`config.mk`:
```
export PLATFORM = sky130hd
export DESIGN_NAME = iir_deemph_flat
export DESIGN_NICKNAME = d
export VERILOG_FILES = /design/src/rtl/iir_deemph_pkg.sv /design/src/rtl/iir_deemph_if.sv /design/src/rtl/iir_deemph_dequantize.sv /design/src/rtl/iir_deemph.sv /design/src/flat_wrapper.sv
export SDC_FILE = /design/constraint.sdc
export NUM_CORES = 2
export LEC_CHECK = 0
export BUFFER_PORTS_ARGS = -buffer_cell sky130_fd_sc_hd__buf_2
export CAP_MARGIN = 10
export CELL_PAD_IN_SITES_DETAIL_PLACEMENT = 1
export CELL_PAD_IN_SITES_GLOBAL_PLACEMENT = 1
export CORE_MARGIN = 5
export CORE_UTILIZATION = 30
export DETAILED_ROUTE_END_ITERATION = 6
export GPL_ROUTABILITY_DRIVEN = 0
export GPL_TIMING_DRIVEN = 0
export PLACE_DENSITY = 0.61
export SYNTH_ARGS = -nofsm -noshare
export SYNTH_HDL_FRONTEND = slang
export SYNTH_SLANG_ARGS = --single-unit
```
`constraint.sdc`:
```
create_clock -name clock -period 15.8 [get_ports clock]
set_input_delay 3.95 -clock clock [delete_from_list [all_inputs] [get_ports clock]]
set_output_delay 3.95 -clock clock [all_outputs]
set_load 0.05 [all_outputs]
```
`src/rtl/iir_deemph_pkg.sv`:
```
// Shared types and constants for the first-order de-emphasis IIR filter.
// Coefficients are quantised with BITS_DEFAULT fractional bits.
package iir_deemph_pkg;

  typedef enum logic [1:0] {
    S_READ,
    S_MULT,
    S_SUM,
    S_WRITE
  } state_t;

  localparam int signed   COEF_B0      = 178;
  localparam int signed   COEF_B1      = 178;
  localparam int signed   COEF_A1      = -666;
  localparam int unsigned BITS_DEFAULT = 10;

endpackage

```
`src/rtl/iir_deemph_if.sv`:
```
// Upstream-FIFO read side and downstream-FIFO write side of the filter.
// master is the filter's view, slave is the FIFO/environment view.
interface iir_deemph_if #(
  parameter int unsigned DATA_WIDTH = 32
);
  logic signed [DATA_WIDTH-1:0] in_dout;
  logic                         in_empty;
  logic                         in_rd_en;
  logic signed [DATA_WIDTH-1:0] out_din;
  logic                         out_full;
  logic                         out_wr_en;

  modport master (
    input  in_dout,
    input  in_empty,
    input  out_full,
    output in_rd_en,
    output out_din,
    output out_wr_en
  );

  modport slave (
    output in_dout,
    output in_empty,
    output out_full,
    input  in_rd_en,
    input  out_din,
    input  out_wr_en
  );
endinterface

```
`src/rtl/iir_deemph_dequantize.sv`:
```
// Signed division of a full-width product by 2^BITS, truncating toward zero,
// with the result truncated to WIDTH bits.
module dequantize #(
  parameter int unsigned WIDTH = 32,
  parameter int unsigned BITS  = 10
) (
  input  logic signed [2*WIDTH-1:0] p_i,
  output logic signed [WIDTH-1:0]   q_o
);
  localparam int unsigned PW = 2 * WIDTH;
  localparam logic signed [PW-1:0] BIAS = PW'((64'd1 << BITS) - 64'd1);

  logic signed [PW-1:0] biased;

  always_comb begin
    // Biasing negatives turns the floor of >>> into truncation toward zero.
    biased = p_i + (p_i[PW-1] ? BIAS : '0);
    q_o    = WIDTH'(biased >>> BITS);
  end
endmodule

```
`src/rtl/iir_deemph.sv`:
```
// De-emphasis filter y[n] = deq(B0*x[n]) + deq(B1*x[n-1]) - deq(A1*y[n-1]),
// one sample per READ/MULT/SUM/WRITE pass between two FIFOs.
module iir_deemph
  import iir_deemph_pkg::*;
#(
  parameter int unsigned DATA_WIDTH = 32,
  parameter int unsigned BITS       = BITS_DEFAULT
) (
  input logic          clock,
  input logic          reset,
  iir_deemph_if.master fifo
);
  localparam int unsigned PW = 2 * DATA_WIDTH;

  typedef logic signed [DATA_WIDTH-1:0] sample_t;
  typedef logic signed [PW-1:0]         prod_t;

  localparam sample_t B0_W = sample_t'(COEF_B0);
  localparam sample_t B1_W = sample_t'(COEF_B1);
  localparam sample_t A1_W = sample_t'(COEF_A1);

  state_t  state_q, state_d;
  sample_t x0_q, x0_d, x1_q, x1_d, y1_q, y1_d, y_q, y_d;
  prod_t   p0_q, p0_d, p1_q, p1_d, p2_q, p2_d;
  sample_t d0, d1, d2;

  dequantize #(.WIDTH(DATA_WIDTH), .BITS(BITS)) u_deq0 (.p_i(p0_q), .q_o(d0));
  dequantize #(.WIDTH(DATA_WIDTH), .BITS(BITS)) u_deq1 (.p_i(p1_q), .q_o(d1));
  dequantize #(.WIDTH(DATA_WIDTH), .BITS(BITS)) u_deq2 (.p_i(p2_q), .q_o(d2));

  always_ff @(posedge clock or posedge reset) begin
    if (reset) begin
      state_q <= S_READ;
      x0_q    <= '0;
      x1_q    <= '0;
      y1_q    <= '0;
      y_q     <= '0;
      p0_q    <= '0;
      p1_q    <= '0;
      p2_q    <= '0;
    end else begin
      state_q <= state_d;
      x0_q    <= x0_d;
      x1_q    <= x1_d;
      y1_q    <= y1_d;
      y_q     <= y_d;
      p0_q    <= p0_d;
      p1_q    <= p1_d;
      p2_q    <= p2_d;
    end
  end

  always_comb begin
    state_d        = state_q;
    x0_d           = x0_q;
    x1_d           = x1_q;
    y1_d           = y1_q;
    y_d            = y_q;
    p0_d           = p0_q;
    p1_d           = p1_q;
    p2_d           = p2_q;
    fifo.in_rd_en  = 1'b0;
    fifo.out_wr_en = 1'b0;
    fifo.out_din   = '0;

    case (state_q)
      S_READ: begin
        if (!fifo.in_empty) begin
          fifo.in_rd_en = 1'b1;
          x1_d          = x0_q;
          x0_d          = fifo.in_dout;
          state_d       = S_MULT;
        end
      end
      S_MULT: begin
        p0_d    = prod_t'(x0_q) * prod_t'(B0_W);
        p1_d    = prod_t'(x1_q) * prod_t'(B1_W);
        p2_d    = prod_t'(y1_q) * prod_t'(A1_W);
        state_d = S_SUM;
      end
      S_SUM: begin
        y_d     = d0 + d1 - d2;
        state_d = S_WRITE;
      end
      S_WRITE: begin
        if (!fifo.out_full) begin
          fifo.out_wr_en = 1'b1;
          fifo.out_din   = y_q;
          y1_d           = y_q;
          state_d        = S_READ;
        end
      end
      default: state_d = S_READ;
    endcase

    // Strobes are combinational from state, so hold them low while reset is applied.
    if (reset) begin
      fifo.in_rd_en  = 1'b0;
      fifo.out_wr_en = 1'b0;
      fifo.out_din   = '0;
    end
  end
endmodule

```
`src/flat_wrapper.sv`:
```
// flat-port wrapper written by rule: the top's interface ports become plain ports
module iir_deemph_flat import iir_deemph_pkg::*;
#(
  parameter int unsigned DATA_WIDTH = 32,
  parameter int unsigned BITS       = BITS_DEFAULT
)
  (clock, reset, fifo_in_dout, fifo_in_empty, fifo_out_full, fifo_in_rd_en, fifo_out_din, fifo_out_wr_en);
  iir_deemph_if #(.DATA_WIDTH(DATA_WIDTH)) fifo_i ();
  input logic clock;
  input logic reset;
  input wire logic [$bits(fifo_i.in_dout)-1:0] fifo_in_dout;
  input wire logic [$bits(fifo_i.in_empty)-1:0] fifo_in_empty;
  input wire logic [$bits(fifo_i.out_full)-1:0] fifo_out_full;
  output wire logic [$bits(fifo_i.in_rd_en)-1:0] fifo_in_rd_en;
  output wire logic [$bits(fifo_i.out_din)-1:0] fifo_out_din;
  output wire logic [$bits(fifo_i.out_wr_en)-1:0] fifo_out_wr_en;
  assign fifo_i.in_dout = fifo_in_dout;
  assign fifo_i.in_empty = fifo_in_empty;
  assign fifo_i.out_full = fifo_out_full;
  assign fifo_in_rd_en = fifo_i.in_rd_en;
  assign fifo_out_din = fifo_i.out_din;
  assign fifo_out_wr_en = fifo_i.out_wr_en;
  iir_deemph #(.DATA_WIDTH(DATA_WIDTH), .BITS(BITS)) u_core (.clock(clock), .reset(reset), .fifo(fifo_i));
endmodule
```
After elaboration in Yosys (flattened, before gate mapping). Cells that the tools add are included. Widths: inputs -> output; s select.

Mux-type cells: 15. Add/sub/neg operators: 5. Equal/unequal tests: 5. Reduce and logical (&&, ||, !) cells: 4. Bitwise operators: 2. Multiply operators: 3.

Operator list (count): $mux 32 (3); $add 41x11->42 (2); $mul 32x8->40 const B (2); $add 42x10->42 (1); $mul 32x10->42 const B (1); $add 32x32->32 (1); $sub 32x32->32 (1); $mux 10 (3); $pmux 2 s4 (1); $mux 1 (6); $reduce_and 2->1 (3); $eq 2x2->1 const B (2); $mux 2 (2); $ne 2x2->1 const B (2); $eq 2x1->1 const B (1); $logic_not 2->1 (1); $not 1->1 (2).

Word-level logic and storage cells: 42. Register bits after elaboration: 252. Input bits: 36. Output and inout bits: 34.

Depth between registers and ports, before layout.
Depth in word-level cells: 4. Depth in mapped cells: 25. Mapped depth without buffers: 24.

By module. A second synthesis with hierarchy kept.

Cell total of the unflattened synthesis: 3021. Area total of the unflattened synthesis: 30601.8 um^2.

Modules (own cells, without submodules): iir_deemph (cells an instance 2592, times used 1, seq. area each 6306.0 um^2, area each 27580.2 um^2); dequantize (cells an instance 143, times used 3, seq. area each 0.0 um^2, area each 1007.2 um^2).

Worst setup path before layout. OpenSTA, ideal clock, no wires.

Path kind: in2out. Start: input reset. End: output fifo_out_din[20]. Buffers on the path: 1. Stages: 3. Required time: 11.850 ns. Setup slack: -0.892 ns. Arrival: 12.742 ns. Cell sequence: inv_1 > clkbuf_1 > and3_1.

Word-level cells in the longest chain between the ends: 1.

Ends and longest elaborated chain: start, declared (line flat_wrapper.sv:10) `input logic reset;`; $mux 32 (line iir_deemph.sv:97) `if (reset) begin`; end, declared (line flat_wrapper.sv:15) `output wire logic [$bits(fifo_i.out_din)-1:0] fifo_out_din;`.

Every way passes these cells.

Final worst setup path.
Start: input fifo_in_empty. End: output fifo_in_rd_en.

Word-level cells in the longest chain between the ends: 3.

Ends and longest elaborated chain: start, declared (line flat_wrapper.sv:12) `input wire logic [$bits(fifo_i.in_empty)-1:0] fifo_in_empty;`; $mux 1 (line iir_deemph.sv:68) `if (!fifo.in_empty) begin`; $mux 1 (line iir_deemph.sv:66) `case (state_q)`; $mux 1 (line iir_deemph.sv:97); end, declared (line flat_wrapper.sv:14) `output wire logic [$bits(fifo_i.in_rd_en)-1:0] fifo_in_rd_en;`.

Every way passes these cells.

==> reports/qor.csv <==
metric,value,unit
dpl ws,5.18,ns
Startpoint Class,primary input,
global-route wire length before repair,125000,um
"Setup Fix Bufs, Post-CTS",0,
Detail Placement HPWL,64200,um
MaxCap Viol Count,0,
Final Hold Vio Count,0,
Yosys top cell by area,dfrtp_1,
cts hold-fix bufs,0,
worst min-delay path category,flip-flop to flip-flop,
"Max FO, Critical Path",10,
post-synth cell types,73,
initial antenna violation count,2,
"most common cell after layout, fill and taps aside",inv_1,
post-synthesis sequential area ratio,21.4,%
Worst EP arrival,6.61,ns
ys async rst share,100,%
vias per cell,4.71,
syn_nets,3774,
Initial DRC Count,682,
Max H-tree Level,2,
hold path start,u_core.p0_q[9],
number of iterations in the first detailed-routing pass,5,
die area,105000,um^2
top_reg_cell synth,dfrtp_1,
chip height,324,um
clk root buf,clkbuf_16,
Starting Density,30.1,%
clk sinks,252,
clock tree buffer depth,3,
layout filler cell count,11200,
status,"finished, final reports clean",
area of the mapped netlist,29500,um^2
DR DRC count,0,
later-pin clock latency in the skew report,0.56,ns
pin count of the biggest net entering global routing,88,
yosys warns,0,
syn avg cell area,9.97,um^2
setup ws final,5.24,ns
Worst Reg-to-Reg Cells,24,
"commonest non-fill, non-tap cells in the layout","539 x inv_1, 502 x ha_1, 277 x fa_1, 252 x dfrtp_1, 170 x mux2_2",
GR Overflow Total,0,
multi-input logic area,21000,um^2
Row Count,115,
final worst path period share,66.8,%
die width,324,um
Slew @ Worst Pin,1.20,ns
# setup viols final,0,
CTS tree,built,
register area,6310,um^2
final WL,76500,um
Rel. slew slack,19.0,%
vias in the first global route,22500,
Tmin final,10.56,ns
DR WL/cell,17.4,um
"Reg clk slew, reported paths",0.05,ns
post_cts resized,0,
RR Startpoint,u_core.p2_q[42],
setup tns final,0,ns
r2r setup slk,9.16,ns
Area Overhead vs Synth,11.4,%
TritonCTS Buffers,38,
fmax,94.7,MHz
worst clock skew,0.0297,ns
RSZ-0062 raised after global routing,no,
Core Box Area,98000,um^2
layout cells sized above 1,10.6,%
IO Port Bufs,69,
vias,20700,
hold path endpoint,u_core.p0_q[9],
total track usage,14.9,%
Synth top area share,21.4,%
Synth area leaders,"dfrtp_1 21%, ha_1 21%, fa_1 19%",
Hold Path Depth,1,
end of the worst register-to-register path,u_core.y_q[29],
Critical Path RT,11.85,ns
max-slew violations,0,
"EDFF count, synth",0,
Post-Synthesis Cells,2959,
worst setup path class,primary input to output pin,
CP Capture Type,output pin,
top-level I/O count,70,
"FF+latch count, synth",252,
ANT nets after route,0,
final net count,3887,
layout make-up:
cell class | instances | area share, %
Multi-Input combinational cell | 2116 | 63.9
Sequential cell | 252 | 19.2
Inverter | 540 | 6.17
Tap cell | 1287 | 4.90
Clock buffer | 48 | 3.25
Timing Repair Buffer | 73 | 1.32
Clock inverter | 19 | 0.685
Buffer | 51 | 0.613
Antenna cell | 2 | 0.0152
flip-flops by register name (all words and copies together), names as in the netlist:
signal	cells
u_core.y_q	32
u_core.x1_q	32
u_core.x0_q	32
u_core.p1_q	40
u_core.state_q	2
u_core.p0_q	40
u_core.p2_q	42
u_core.y1_q	32
kinds of logic after synthesis:
family                     count (synthesis)  synth area share [%]
xor gates and xnor gates                 205                  6.13
AOI/OAI and AO/OA                        464                  9.99
DFF                                      252                  21.4
buffers and inverters                    591                  7.52
and+or+nand+nor                          495                  8.32
muxes                                    173                  6.61
adders and majority gates                779                  40.1
through the flow:
stage               hold WS [ns]  instance area [um^2]  utilization [%]  std cells
finish                     0.501                 32900             33.5       4388
detailed placement         0.491                 31600             32.2       4319
global route               0.529                 32900             33.5       4386
floorplan                  0.456                 29500                -       2959
CTS                        0.508                 32900             33.5       4386
global placement           0.490                 31500             32.1       4315
per-layer routing:
layer,wire (um),global-route usage [%],vias up
met4,1190,2.63,2
met5,11,0,-
met2,36100,25.5,167
li1,-,-,10200
met1,37300,20.8,10300
met3,1780,1.53,62
worst max-delay path, cell delays in order:
cell	delay [ns]
buf_2	0.11
nor2b_1	0.72
clkbuf_1	0.59
clkbuf_1	0.74
and2_1	0.22
buf_2	0.26
synthesized netlist by cell type, types with 9 or more instances:
cell type	instances
a211oi_1	24
a21o_1	62
a21oi_1	122
a31oi_1	20
and2_1	12
and3_1	57
and4_1	10
clkbuf_1	47
dfrtp_1	252
fa_1	277
ha_1	502
inv_1	539
mux2_2	170
nand2_1	147
nand2b_1	9
nand3_1	47
nand4_1	26
nor2_1	102
nor2b_1	20
nor3_1	29
o21a_1	22
o21ai_0	117
o21bai_1	11
o31ai_1	9
or3_1	9
xnor2_1	130
xor2_1	74
worst max-delay path by stage:
stage / from / to / slack (ns) / cells after the start
2_1_floorplan: reset / fifo_out_din[20] / 3.41 / 3
3_3_place_gp: reset / fifo_out_din[24] / 1.12 / 5
3_5_place_dp: fifo_in_empty / fifo_in_rd_en / 5.18 / 6
4_1_cts: fifo_in_empty / fifo_in_rd_en / 5.18 / 6
5_1_grt: fifo_in_empty / fifo_in_rd_en / 5.12 / 6
6_report: fifo_in_empty / fifo_in_rd_en / 5.24 / 6
Power is left out: the tool's default activity adds up to more than one toggle a clock period on the data nets, which glitch-free logic cannot reach.
